### config.mk
export PLATFORM = sky130hd
export DESIGN_NAME = cache_traffic_gen_flat
export DESIGN_NICKNAME = d
export VERILOG_FILES = /design/src/rtl/cache_traffic_gen_if.sv /design/src/rtl/cache_traffic_gen.sv /design/src/flat_wrapper.sv
export SDC_FILE = /design/constraint.sdc
export NUM_CORES = 1
export LEC_CHECK = 0
export CAP_MARGIN = 20
export CORE_MARGIN = 2
export CORE_UTILIZATION = 59
export CTS_BUF_LIST = sky130_fd_sc_hd__clkbuf_16
export DETAILED_ROUTE_END_ITERATION = 10
export GPL_TIMING_DRIVEN = 0
export HOLD_SLACK_MARGIN = 0.05
export PLACE_DENSITY_LB_ADDON = 0.3
export SLEW_MARGIN = 20
export SYNTH_ARGS = -nofsm -noshare
export SYNTH_HDL_FRONTEND = slang
export SYNTH_SLANG_ARGS = --single-unit
### constraint.sdc
create_clock -name MEM_CLK -period 4.7 [get_ports MEM_CLK]
set_input_delay 0.94 -clock MEM_CLK [delete_from_list [all_inputs] [get_ports MEM_CLK]]
set_output_delay 0.94 -clock MEM_CLK [all_outputs]
set_load 0.03 [all_outputs]
### src/rtl/cache_traffic_gen_if.sv
// CPU-side memory port between the traffic generator and the cache stack.
// master: generator side (drives requests); slave: cache side (drives resp/rdata).
interface cache_traffic_gen_if;
    logic [31:0] mem_address;
    logic        mem_read;
    logic        mem_write;
    logic [3:0]  mem_byte_enable;
    logic [31:0] mem_wdata;
    logic [31:0] mem_rdata;
    logic        mem_resp;

    modport master (
        output mem_address, mem_read, mem_write, mem_byte_enable, mem_wdata,
        input  mem_rdata, mem_resp
    );

    modport slave (
        input  mem_address, mem_read, mem_write, mem_byte_enable, mem_wdata,
        output mem_rdata, mem_resp
    );
endinterface

### src/rtl/cache_traffic_gen.sv
// Seeded pseudo-random read/write traffic generator and read-back checker
// for the cache / cacheline_adaptor / ParamMemory stack.
// LFSR: 16-bit Fibonacci, taps 16,14,13,11 (shift right, feedback into bit 15).
// Optional feature macro CTG_PARTIAL_WRITE_EN: random byte strobes and
// per-byte shadow validity; otherwise full-word writes, one valid bit per word.
module cache_traffic_gen #(
    parameter int unsigned WINDOW_BITS = 4,
    parameter int unsigned NUM_OPS     = 64,
    parameter int unsigned WR_THRESH   = 6,
    parameter logic [15:0] LFSR_SEED   = 16'hACE1,
    parameter int unsigned TIMEOUT     = 1023
) (
    input  logic                       MEM_CLK,
    input  logic                       rst,
    input  logic                       start,
    input  logic [31:0]                base_addr,
    output logic                       busy,
    output logic                       done,
    output logic                       pass,
    output logic [15:0]                err_count,
    output logic [31:0]                first_err_addr,
    cache_traffic_gen_if.master        mem
);
    localparam int unsigned WORDS = 1 << WINDOW_BITS;
    localparam int unsigned TO_W  = $clog2(TIMEOUT + 2);

    typedef enum logic [2:0] {S_IDLE, S_GAP, S_ISSUE, S_CHECK, S_DONE} state_t;
    state_t state, state_n;

    logic [15:0]            lfsr;
    logic [15:0]            lfsr_step;
    logic [15:0]            op_idx;
    logic [TO_W-1:0]        to_cnt;
    logic                   is_write;
    logic [WINDOW_BITS-1:0] idx;
    logic [31:0]            addr_q;
    logic [31:0]            wdata_q;
    logic [31:0]            rdata_q;
    logic [3:0]             be_q;
    logic [3:0]             strobe;
    logic [3:0]             byte_vld;
    logic [31:0]            cmp_mask;
    logic                   timed_out;
    logic                   last_op;
    logic                   wr_accept;
    logic                   to_hit;
    logic                   mismatch;
    logic [31:0]            shadow_data [WORDS];
`ifdef CTG_PARTIAL_WRITE_EN
    logic [WORDS-1:0][3:0]  shadow_vld;
`else
    logic [WORDS-1:0]       shadow_vld;
`endif

    // Next LFSR value, write strobes and the valid-byte masked read-back compare.
    always_comb begin
        lfsr_step = {lfsr[0] ^ lfsr[2] ^ lfsr[3] ^ lfsr[5], lfsr[15:1]};
`ifdef CTG_PARTIAL_WRITE_EN
        strobe   = (lfsr_step[3:0] == 4'b0000) ? 4'b0001 : lfsr_step[3:0];
        byte_vld = shadow_vld[idx];
`else
        strobe   = '1;
        byte_vld = {4{shadow_vld[idx]}};
`endif
        cmp_mask = '0;
        for (int unsigned b = 0; b < 4; b++) begin
            cmp_mask[8*b +: 8] = {8{byte_vld[b]}};
        end
        mismatch  = |((rdata_q ^ shadow_data[idx]) & cmp_mask);
        last_op   = (op_idx == 16'(NUM_OPS - 1));
        wr_accept = (state == S_ISSUE) && mem.mem_resp && is_write;
        to_hit    = (state == S_ISSUE) && !mem.mem_resp && (to_cnt == TO_W'(TIMEOUT));
    end

    // State register.
    always_ff @(posedge MEM_CLK) begin
        if (!rst) state <= S_IDLE;
        else      state <= state_n;
    end

    // Next-state logic and state-derived outputs.
    always_comb begin
        state_n                = state;
        busy                   = 1'b0;
        done                   = 1'b0;
        mem.mem_read           = 1'b0;
        mem.mem_write          = 1'b0;
        mem.mem_address        = addr_q;
        mem.mem_wdata          = wdata_q;
        mem.mem_byte_enable    = be_q;
        unique case (state)
            S_IDLE:  if (start) state_n = S_GAP;
            S_GAP: begin
                busy = 1'b1;
                if (!mem.mem_resp) state_n = S_ISSUE;
            end
            S_ISSUE: begin
                busy          = 1'b1;
                mem.mem_read  = !is_write;
                mem.mem_write = is_write;
                if (mem.mem_resp) begin
                    if (!is_write)    state_n = S_CHECK;
                    else if (last_op) state_n = S_DONE;
                    else              state_n = S_GAP;
                end else if (to_hit) begin
                    state_n = S_DONE;
                end
            end
            S_CHECK: begin
                busy    = 1'b1;
                state_n = last_op ? S_DONE : S_GAP;
            end
            S_DONE: begin
                done = 1'b1;
                if (start) state_n = S_GAP;
            end
            default: state_n = S_IDLE;
        endcase
        pass = done && (err_count == '0) && !timed_out;
    end

    // Op generation, timeout tracking, error bookkeeping and shadow validity.
    always_ff @(posedge MEM_CLK) begin
        if (!rst) begin
            lfsr           <= LFSR_SEED;
            op_idx         <= '0;
            to_cnt         <= '0;
            is_write       <= 1'b0;
            idx            <= '0;
            addr_q         <= '0;
            wdata_q        <= '0;
            be_q           <= '0;
            rdata_q        <= '0;
            err_count      <= '0;
            first_err_addr <= '0;
            timed_out      <= 1'b0;
            shadow_vld     <= '0;
        end else begin
            unique case (state)
                S_IDLE, S_DONE: begin
                    if (start) begin
                        lfsr           <= LFSR_SEED;
                        op_idx         <= '0;
                        err_count      <= '0;
                        first_err_addr <= '0;
                        timed_out      <= 1'b0;
                    end
                end
                S_GAP: begin
                    if (!mem.mem_resp) begin
                        lfsr     <= lfsr_step;
                        is_write <= 32'(lfsr_step[15:12]) < WR_THRESH;
                        idx      <= lfsr_step[WINDOW_BITS-1:0];
                        // Masking then adding the shifted offset equals adding to base_addr[31:2].
                        addr_q   <= (base_addr & 32'hFFFF_FFFC)
                                  + {{(30-WINDOW_BITS){1'b0}}, lfsr_step[WINDOW_BITS-1:0], 2'b00};
                        wdata_q  <= {lfsr_step, op_idx};
                        be_q     <= (32'(lfsr_step[15:12]) < WR_THRESH) ? strobe : 4'b0000;
                        to_cnt   <= '0;
                    end
                end
                S_ISSUE: begin
                    if (mem.mem_resp) begin
                        if (!is_write) rdata_q <= mem.mem_rdata;
                        if (is_write && !last_op) op_idx <= op_idx + 16'd1;
                    end else if (to_hit) begin
                        timed_out <= 1'b1;
                        if (err_count == '0) first_err_addr <= addr_q;
                    end else begin
                        to_cnt <= to_cnt + 1'b1;
                    end
                end
                S_CHECK: begin
                    if (mismatch) begin
                        if (err_count != '1) err_count <= err_count + 16'd1;
                        if (err_count == '0) first_err_addr <= addr_q;
                    end
                    if (!last_op) op_idx <= op_idx + 16'd1;
                end
                default: ;
            endcase
            if (wr_accept) begin
`ifdef CTG_PARTIAL_WRITE_EN
                shadow_vld[idx] <= shadow_vld[idx] | be_q;
`else
                shadow_vld[idx] <= 1'b1;
`endif
            end
        end
    end

    // Shadow data; contents are meaningful only where shadow_vld is set.
    always_ff @(posedge MEM_CLK) begin
        if (rst && wr_accept) begin
`ifdef CTG_PARTIAL_WRITE_EN
            for (int unsigned b = 0; b < 4; b++) begin
                if (be_q[b]) shadow_data[idx][8*b +: 8] <= wdata_q[8*b +: 8];
            end
`else
            shadow_data[idx] <= wdata_q;
`endif
        end
    end
endmodule

### src/flat_wrapper.sv
// flat-port wrapper written by rule: the top's interface ports become plain ports
module cache_traffic_gen_flat 
#(
    parameter int unsigned WINDOW_BITS = 4,
    parameter int unsigned NUM_OPS     = 64,
    parameter int unsigned WR_THRESH   = 6,
    parameter logic [15:0] LFSR_SEED   = 16'hACE1,
    parameter int unsigned TIMEOUT     = 1023
)
  (MEM_CLK, rst, start, base_addr, busy, done, pass, err_count, first_err_addr, mem_mem_address, mem_mem_read, mem_mem_write, mem_mem_byte_enable, mem_mem_wdata, mem_mem_rdata, mem_mem_resp);
  cache_traffic_gen_if mem_i ();
  input  logic MEM_CLK;
  input  logic rst;
  input  logic start;
  input  logic [31:0] base_addr;
  output logic busy;
  output logic done;
  output logic pass;
  output logic [15:0] err_count;
  output logic [31:0] first_err_addr;
  output wire logic [$bits(mem_i.mem_address)-1:0] mem_mem_address;
  output wire logic [$bits(mem_i.mem_read)-1:0] mem_mem_read;
  output wire logic [$bits(mem_i.mem_write)-1:0] mem_mem_write;
  output wire logic [$bits(mem_i.mem_byte_enable)-1:0] mem_mem_byte_enable;
  output wire logic [$bits(mem_i.mem_wdata)-1:0] mem_mem_wdata;
  input wire logic [$bits(mem_i.mem_rdata)-1:0] mem_mem_rdata;
  input wire logic [$bits(mem_i.mem_resp)-1:0] mem_mem_resp;
  assign mem_mem_address = mem_i.mem_address;
  assign mem_mem_read = mem_i.mem_read;
  assign mem_mem_write = mem_i.mem_write;
  assign mem_mem_byte_enable = mem_i.mem_byte_enable;
  assign mem_mem_wdata = mem_i.mem_wdata;
  assign mem_i.mem_rdata = mem_mem_rdata;
  assign mem_i.mem_resp = mem_mem_resp;
  cache_traffic_gen #(.WINDOW_BITS(WINDOW_BITS), .NUM_OPS(NUM_OPS), .WR_THRESH(WR_THRESH), .LFSR_SEED(LFSR_SEED), .TIMEOUT(TIMEOUT)) u_core (.MEM_CLK(MEM_CLK), .rst(rst), .start(start), .base_addr(base_addr), .busy(busy), .done(done), .pass(pass), .err_count(err_count), .first_err_addr(first_err_addr), .mem(mem_i));
endmodule
==> tab_implementation.tex, run 1 <==
\begin{tabular}{lr}
\hline
Metric & Value \\
\hline
\multicolumn{2}{l}{\textbf{Run status}} \\
Status & finished, final reports clean \\
\multicolumn{2}{l}{\textbf{Pwr}} \\
Worst supply voltage drop on vdd & 0.306 mV \\
Net load switching power & 3.48 mW \\
Share of total power in the clock network & 39.8\% \\
Int Power & 10.6 mW \\
Standby leakage power & 11.5 nW \\
Share of power burned in registers & 50.5\% \\
Pwr per Cell Area & 404 mW/mm\^{}2 \\
Sw frac & 24.6\% \\
Part of the power in combinational logic & 9.7\% \\
\multicolumn{2}{l}{\textbf{Cells and area}} \\
Layout cells sized above 1 & between 10 and 15\% \\
Final Instance Count excl. Fillers & 3042 \\
Layout Area Growth over Synthesis & 19.9\% \\
Total inserted antenna cells & 0 \\
Final-stage net count & 2395 \\
\multicolumn{2}{l}{\textbf{Floorplanning}} \\
Floorplan die width & 226 um \\
Total core area & 0.0488 mm\^{}2 \\
Die footprint & 0.0512 mm\^{}2 \\
Number of top-level pins & 189 \\
Overall die height & 226 um \\
Core Rows & 81 \\
Effective utilization at floorplan & 59.6\% \\
\multicolumn{2}{l}{\textbf{Synth}} \\
Simple logic cell fraction of the synthesized area & a little under 9\% \\
Largest family of logic cells by synthesized area & multiplexers \\
Number of distinct standard cells referenced by the synthesized netlist & 66 \\
FF+latch count, synth & between 700 and 800 \\
Ys Warns & 0 \\
Synth Area in Compound Gates & 5.42\% \\
Async set-reset flop share out of synthesis & 0\% \\
Xor/xnor share of the synthesized area & around 3.3\% \\
Sequential element share of the synthesized area & 67.1\% \\
Adder-Cell Fraction of Synth Area & 0.412\% \\
Main flop type after synthesis & sky130\_fd\_sc\_hd\_\_edfxtp\_1 \\
Fraction of synthesized area in multiplexers & around 13\% \\
Post-synthesis instance area & 0.0291 mm\^{}2 \\
Mean instance size in the synthesized netlist & 14.4 um\^{}2 \\
Post-Synthesis Cells & between 2k and 2.5k \\
Post-synth EDFFs & 512 \\
\multicolumn{2}{l}{\textbf{Global routing}} \\
Maximum number of pins on one net before global-route repair & 24 \\
Global-route usage over all layers & about a third \\
Number of global-route vias before repair & 19.2k \\
Aggregate global routing overflow & 0 \\
Number of antenna violations at the first check in global routing & 1 \\
First-pass GRT wire length & 121000 um \\
\multicolumn{2}{l}{\textbf{CTS}} \\
Clock-pin slew of the registers on the worst-case setup and hold paths & 0.06 ns \\
CTS H-Tree Depth & 3 \\
Root Buffer Master & sky130\_fd\_sc\_hd\_\_clkbuf\_16 \\
Clock tree from TritonCTS & yes \\
Source-to-sink clock delay at the later pin of the worst-skew pair & 0.62 ns \\
Cts-stage hold buffer count & 0 \\
Number of buffers added by the clock tree synthesis step & 72 \\
Maximum clock path buffer count & 3 \\
Clock Sinks & 720 \\
\multicolumn{2}{l}{\textbf{STA}} \\
Final critical path time including I/O delays and setup & 4.65 ns \\
Setup repair after global routing missed its margin & no \\
Worst setup skew after layout & 0.0221 ns \\
Slew at the pin with the worst max-slew slack & 1.13 ns \\
Post-layout worst setup margin & approximately 0.051 ns \\
FMAX & roughly 0.22 GHz \\
Slew Viols, Final & 0 \\
Crit share post-route & roughly 99\% \\
Setup TNS & 0 ns \\
Number of failing hold endpoints at the final stage & 0 \\
Remaining max-slew budget at the tightest pin & 24.1\% \\
Setup violations, final & 0 \\
\multicolumn{2}{l}{\textbf{Hold path}} \\
Launch instance of the worst min-delay path & u\_core.to\_cnt[10] \\
Hold/Removal Path Class & reg -> reg \\
\multicolumn{2}{l}{\textbf{Detailed routing}} \\
DRC errors left & 0 \\
Routed length per instance & between 20 and 30 um \\
DRC marker count from the first detailed-route iteration & between 2k and 3k \\
Via/cell ratio & 6.37 \\
Total wire length after detailed routing & a little over 80000 um \\
Vias & $\sim$19k \\
Number of optimization iterations in the first detailed-route pass & 5 \\
Post-DRT Antenna Nets & 0 \\
\multicolumn{2}{l}{\textbf{Setup path}} \\
Biggest cell delay along the critical path & 0.51 ns \\
Critical path required time & 5.23 ns \\
Top cell family by delay on the critical path & buffers and inverters \\
Crit path arrival time & 5.17 ns \\
Crit. End Element & flop \\
Crit path cell chain & buf\_6, buf\_4, buf\_6, buf\_2, mux2i\_1, o2111ai\_1, a22o\_1, nor4\_2, nand4\_1, a21oi\_2, buf\_6, mux2i\_1 \\
Start-to-end type of the worst setup path & reg -> reg \\
Crit path max-delay cell type & sky130\_fd\_sc\_hd\_\_nor4\_2 \\
Critical path peak fanout & 10 \\
Sum of buffers and inverters on the critical path & 5 \\
Most used cell along the critical path & sky130\_fd\_sc\_hd\_\_buf\_6 \\
Critical path launch point type & flop \\
\multicolumn{2}{l}{\textbf{Placed design}} \\
HPWL after detailed placement & 55900 um \\
Gpl congestion & 0.856 \\
DP Worst Slack & 0.113 ns \\
Port buffer count & 181 \\
Post-placement cell count & 2908 \\
\multicolumn{2}{l}{\textbf{Flow run}} \\
Number of max-cap violations & 0 \\
\hline
\end{tabular}
-- cell families after synthesis --
kind of cell    Yosys count
compound gates          249
mux                     242
other cells               1
simple gates            550
fa+ha+maj                 9
buf+inv                 137
xor+xnor                111
flops                   720
-- layout by cell type, fill, tap and decap left out, drive strengths merged, types with 70 or more instances in the layout --
cell / netlist / routed
nand2: 230 / 230
clkbuf: 65 / 144
mux2i: 133 / 133
mux4: 100 / 100
nor2: 105 / 105
buf: 59 / 99
nand3: 70 / 70
a21oi: 101 / 101
dfxtp: 208 / 208
edfxtp: 512 / 512
clkdlybuf4s50: 0 / 181
-- tightest hold or removal path, cell delays in order (launching register included) --
cell and delay [ns]:
sky130_fd_sc_hd__dfxtp_1 0.31, sky130_fd_sc_hd__nand2_1 0.05, sky130_fd_sc_hd__nor2_1 0.03
-- synth_stat cells (3+ instances only) --
master	number	area, um^2
sky130_fd_sc_hd__buf_2	24	120
sky130_fd_sc_hd__mux4_2	100	2250
sky130_fd_sc_hd__nand2b_1	9	56.3
sky130_fd_sc_hd__o21bai_1	5	37.5
sky130_fd_sc_hd__o31a_1	3	26.3
sky130_fd_sc_hd__clkbuf_1	65	244
sky130_fd_sc_hd__a22oi_1	24	180
sky130_fd_sc_hd__nor4_1	7	43.8
sky130_fd_sc_hd__or3_1	12	75.1
sky130_fd_sc_hd__ha_1	8	100
sky130_fd_sc_hd__nand2_1	230	863
sky130_fd_sc_hd__o22ai_1	9	56.3
sky130_fd_sc_hd__and4_1	7	61.3
sky130_fd_sc_hd__nand3_1	70	350
sky130_fd_sc_hd__a21oi_1	100	500
sky130_fd_sc_hd__inv_1	11	41.3
sky130_fd_sc_hd__and3_1	28	175
sky130_fd_sc_hd__mux2i_1	133	1330
sky130_fd_sc_hd__nor2_1	105	394
sky130_fd_sc_hd__nor2b_1	12	75.1
sky130_fd_sc_hd__xor2_1	57	499
sky130_fd_sc_hd__or2_2	7	43.8
sky130_fd_sc_hd__buf_4	19	143
sky130_fd_sc_hd__mux2_2	9	101
sky130_fd_sc_hd__o211ai_1	3	22.5
sky130_fd_sc_hd__buf_6	12	135
sky130_fd_sc_hd__nand4_1	20	125
sky130_fd_sc_hd__a21o_1	18	135
sky130_fd_sc_hd__nand3b_1	4	30.0
sky130_fd_sc_hd__buf_1	4	15.0
sky130_fd_sc_hd__xnor2_1	54	473
sky130_fd_sc_hd__dfxtp_1	208	4160
sky130_fd_sc_hd__or4_1	3	22.5
sky130_fd_sc_hd__edfxtp_1	512	15400
sky130_fd_sc_hd__o21ai_0	21	105
sky130_fd_sc_hd__a211oi_1	35	263
sky130_fd_sc_hd__a311o_1	3	30.0
sky130_fd_sc_hd__nor3_1	27	135
sky130_fd_sc_hd__a31oi_1	9	56.3
-- worst paths after layout --
| check | end | cells past startpoint | slack [ns] |
|---|---|---|---|
| min reg2reg | u_core.to_cnt[10] | 2 | 0.43 |
| max reg2reg | u_core.first_err_addr[23] | 12 | 0.05 |
| min | u_core.to_cnt[10] | 2 | 0.43 |
| max | u_core.first_err_addr[23] | 12 | 0.05 |
-- metal layers --
| metal | up-vias | routed length (um) | track usage [%] |
|---|---|---|---|
| met5 | - | 0 | 0 |
| met4 | 0 | 3980 | 15.3 |
| met3 | 237 | 8750 | 6.61 |
| met2 | 1283 | 39200 | 52.5 |
| met1 | 9625 | 30900 | 43.7 |
| li1 | 8219 | - | - |
-- cell type report --
type,instances,area (um^2)
buffer,124,659
fill,3133,13900
tap,664,831
timing repair buffer,222,2520
clock buffer,78,1950
sequential,720,19500
multi-input combinational,1165,9010
clock inverter,56,370
inverter,13,48.8
-- stage by stage --
step           util (%)  power, mW  cell area, um^2  hold WS, ns
2_1_floorplan         -       8.04            29100        0.410
3_3_place_gp       65.1       8.58            31800        0.427
3_5_place_dp       66.8       8.61            32600        0.424
4_1_cts            71.5       14.1            34900        0.435
5_1_grt            71.5       14.5            34900        0.454
6_report           71.5       14.1            34900        0.435
-- sequential cells by signal, indices dropped and copies added, names as in the netlist, named ones only --
| name | count |
|---|---|
| u_core.rdata_q | 32 |
| u_core.op_idx | 16 |
| u_core.mem.mem_byte_enable | 1 |
| u_core.shadow_vld | 16 |
| u_core.timed_out | 1 |
| u_core.mem.mem_address | 30 |
| u_core.err_count | 16 |
| u_core.state | 3 |
| u_core.shadow_data | 512 |
| u_core.to_cnt | 11 |
| u_core.lfsr | 16 |
| u_core.mem.mem_wdata | 32 |
| u_core.first_err_addr | 30 |
-- timing repair --
action | 4_1_cts | 5_1_grt
setup endpoints to repair | 0 | 25
resized for setup | 0 | 2
buffers inserted | 0 | 0
-- power by group through the flow --
| stage | combinational [mW] | clock, mW | sequential (mW) |
|---|---|---|---|
| floorplan | 0.718 | 0 | 7.33 |
| global placement | 1.33 | 0 | 7.25 |
| detailed placement | 1.34 | 0 | 7.26 |
| CTS | 1.36 | 5.65 | 7.13 |
| global route | 1.46 | 5.90 | 7.15 |
| finish | 1.37 | 5.62 | 7.14 |
(Power assumes the default switching activity.)
==> inputs of run 2 (changes only) <==
--- a/config.mk
+++ b/config.mk
@@ -9,6 +9,7 @@
 export CORE_MARGIN = 2
 export CORE_UTILIZATION = 59
 export CTS_BUF_LIST = sky130_fd_sc_hd__clkbuf_16
+export CTS_CLUSTER_DIAMETER = 150
 export DETAILED_ROUTE_END_ITERATION = 10
 export GPL_TIMING_DRIVEN = 0
 export HOLD_SLACK_MARGIN = 0.05
==> results of run 2 <==
The final DEF is identical to that of run 1; final timing and power are the same.
==> inputs of run 3 (changes only) <==
--- a/config.mk
+++ b/config.mk
@@ -18,3 +18,4 @@
 export SYNTH_ARGS = -nofsm -noshare
 export SYNTH_HDL_FRONTEND = slang
 export SYNTH_SLANG_ARGS = --single-unit
+export TNS_END_PERCENT = 50
==> results of run 3 <==
The final DEF is identical to that of run 1; final timing and power are the same.
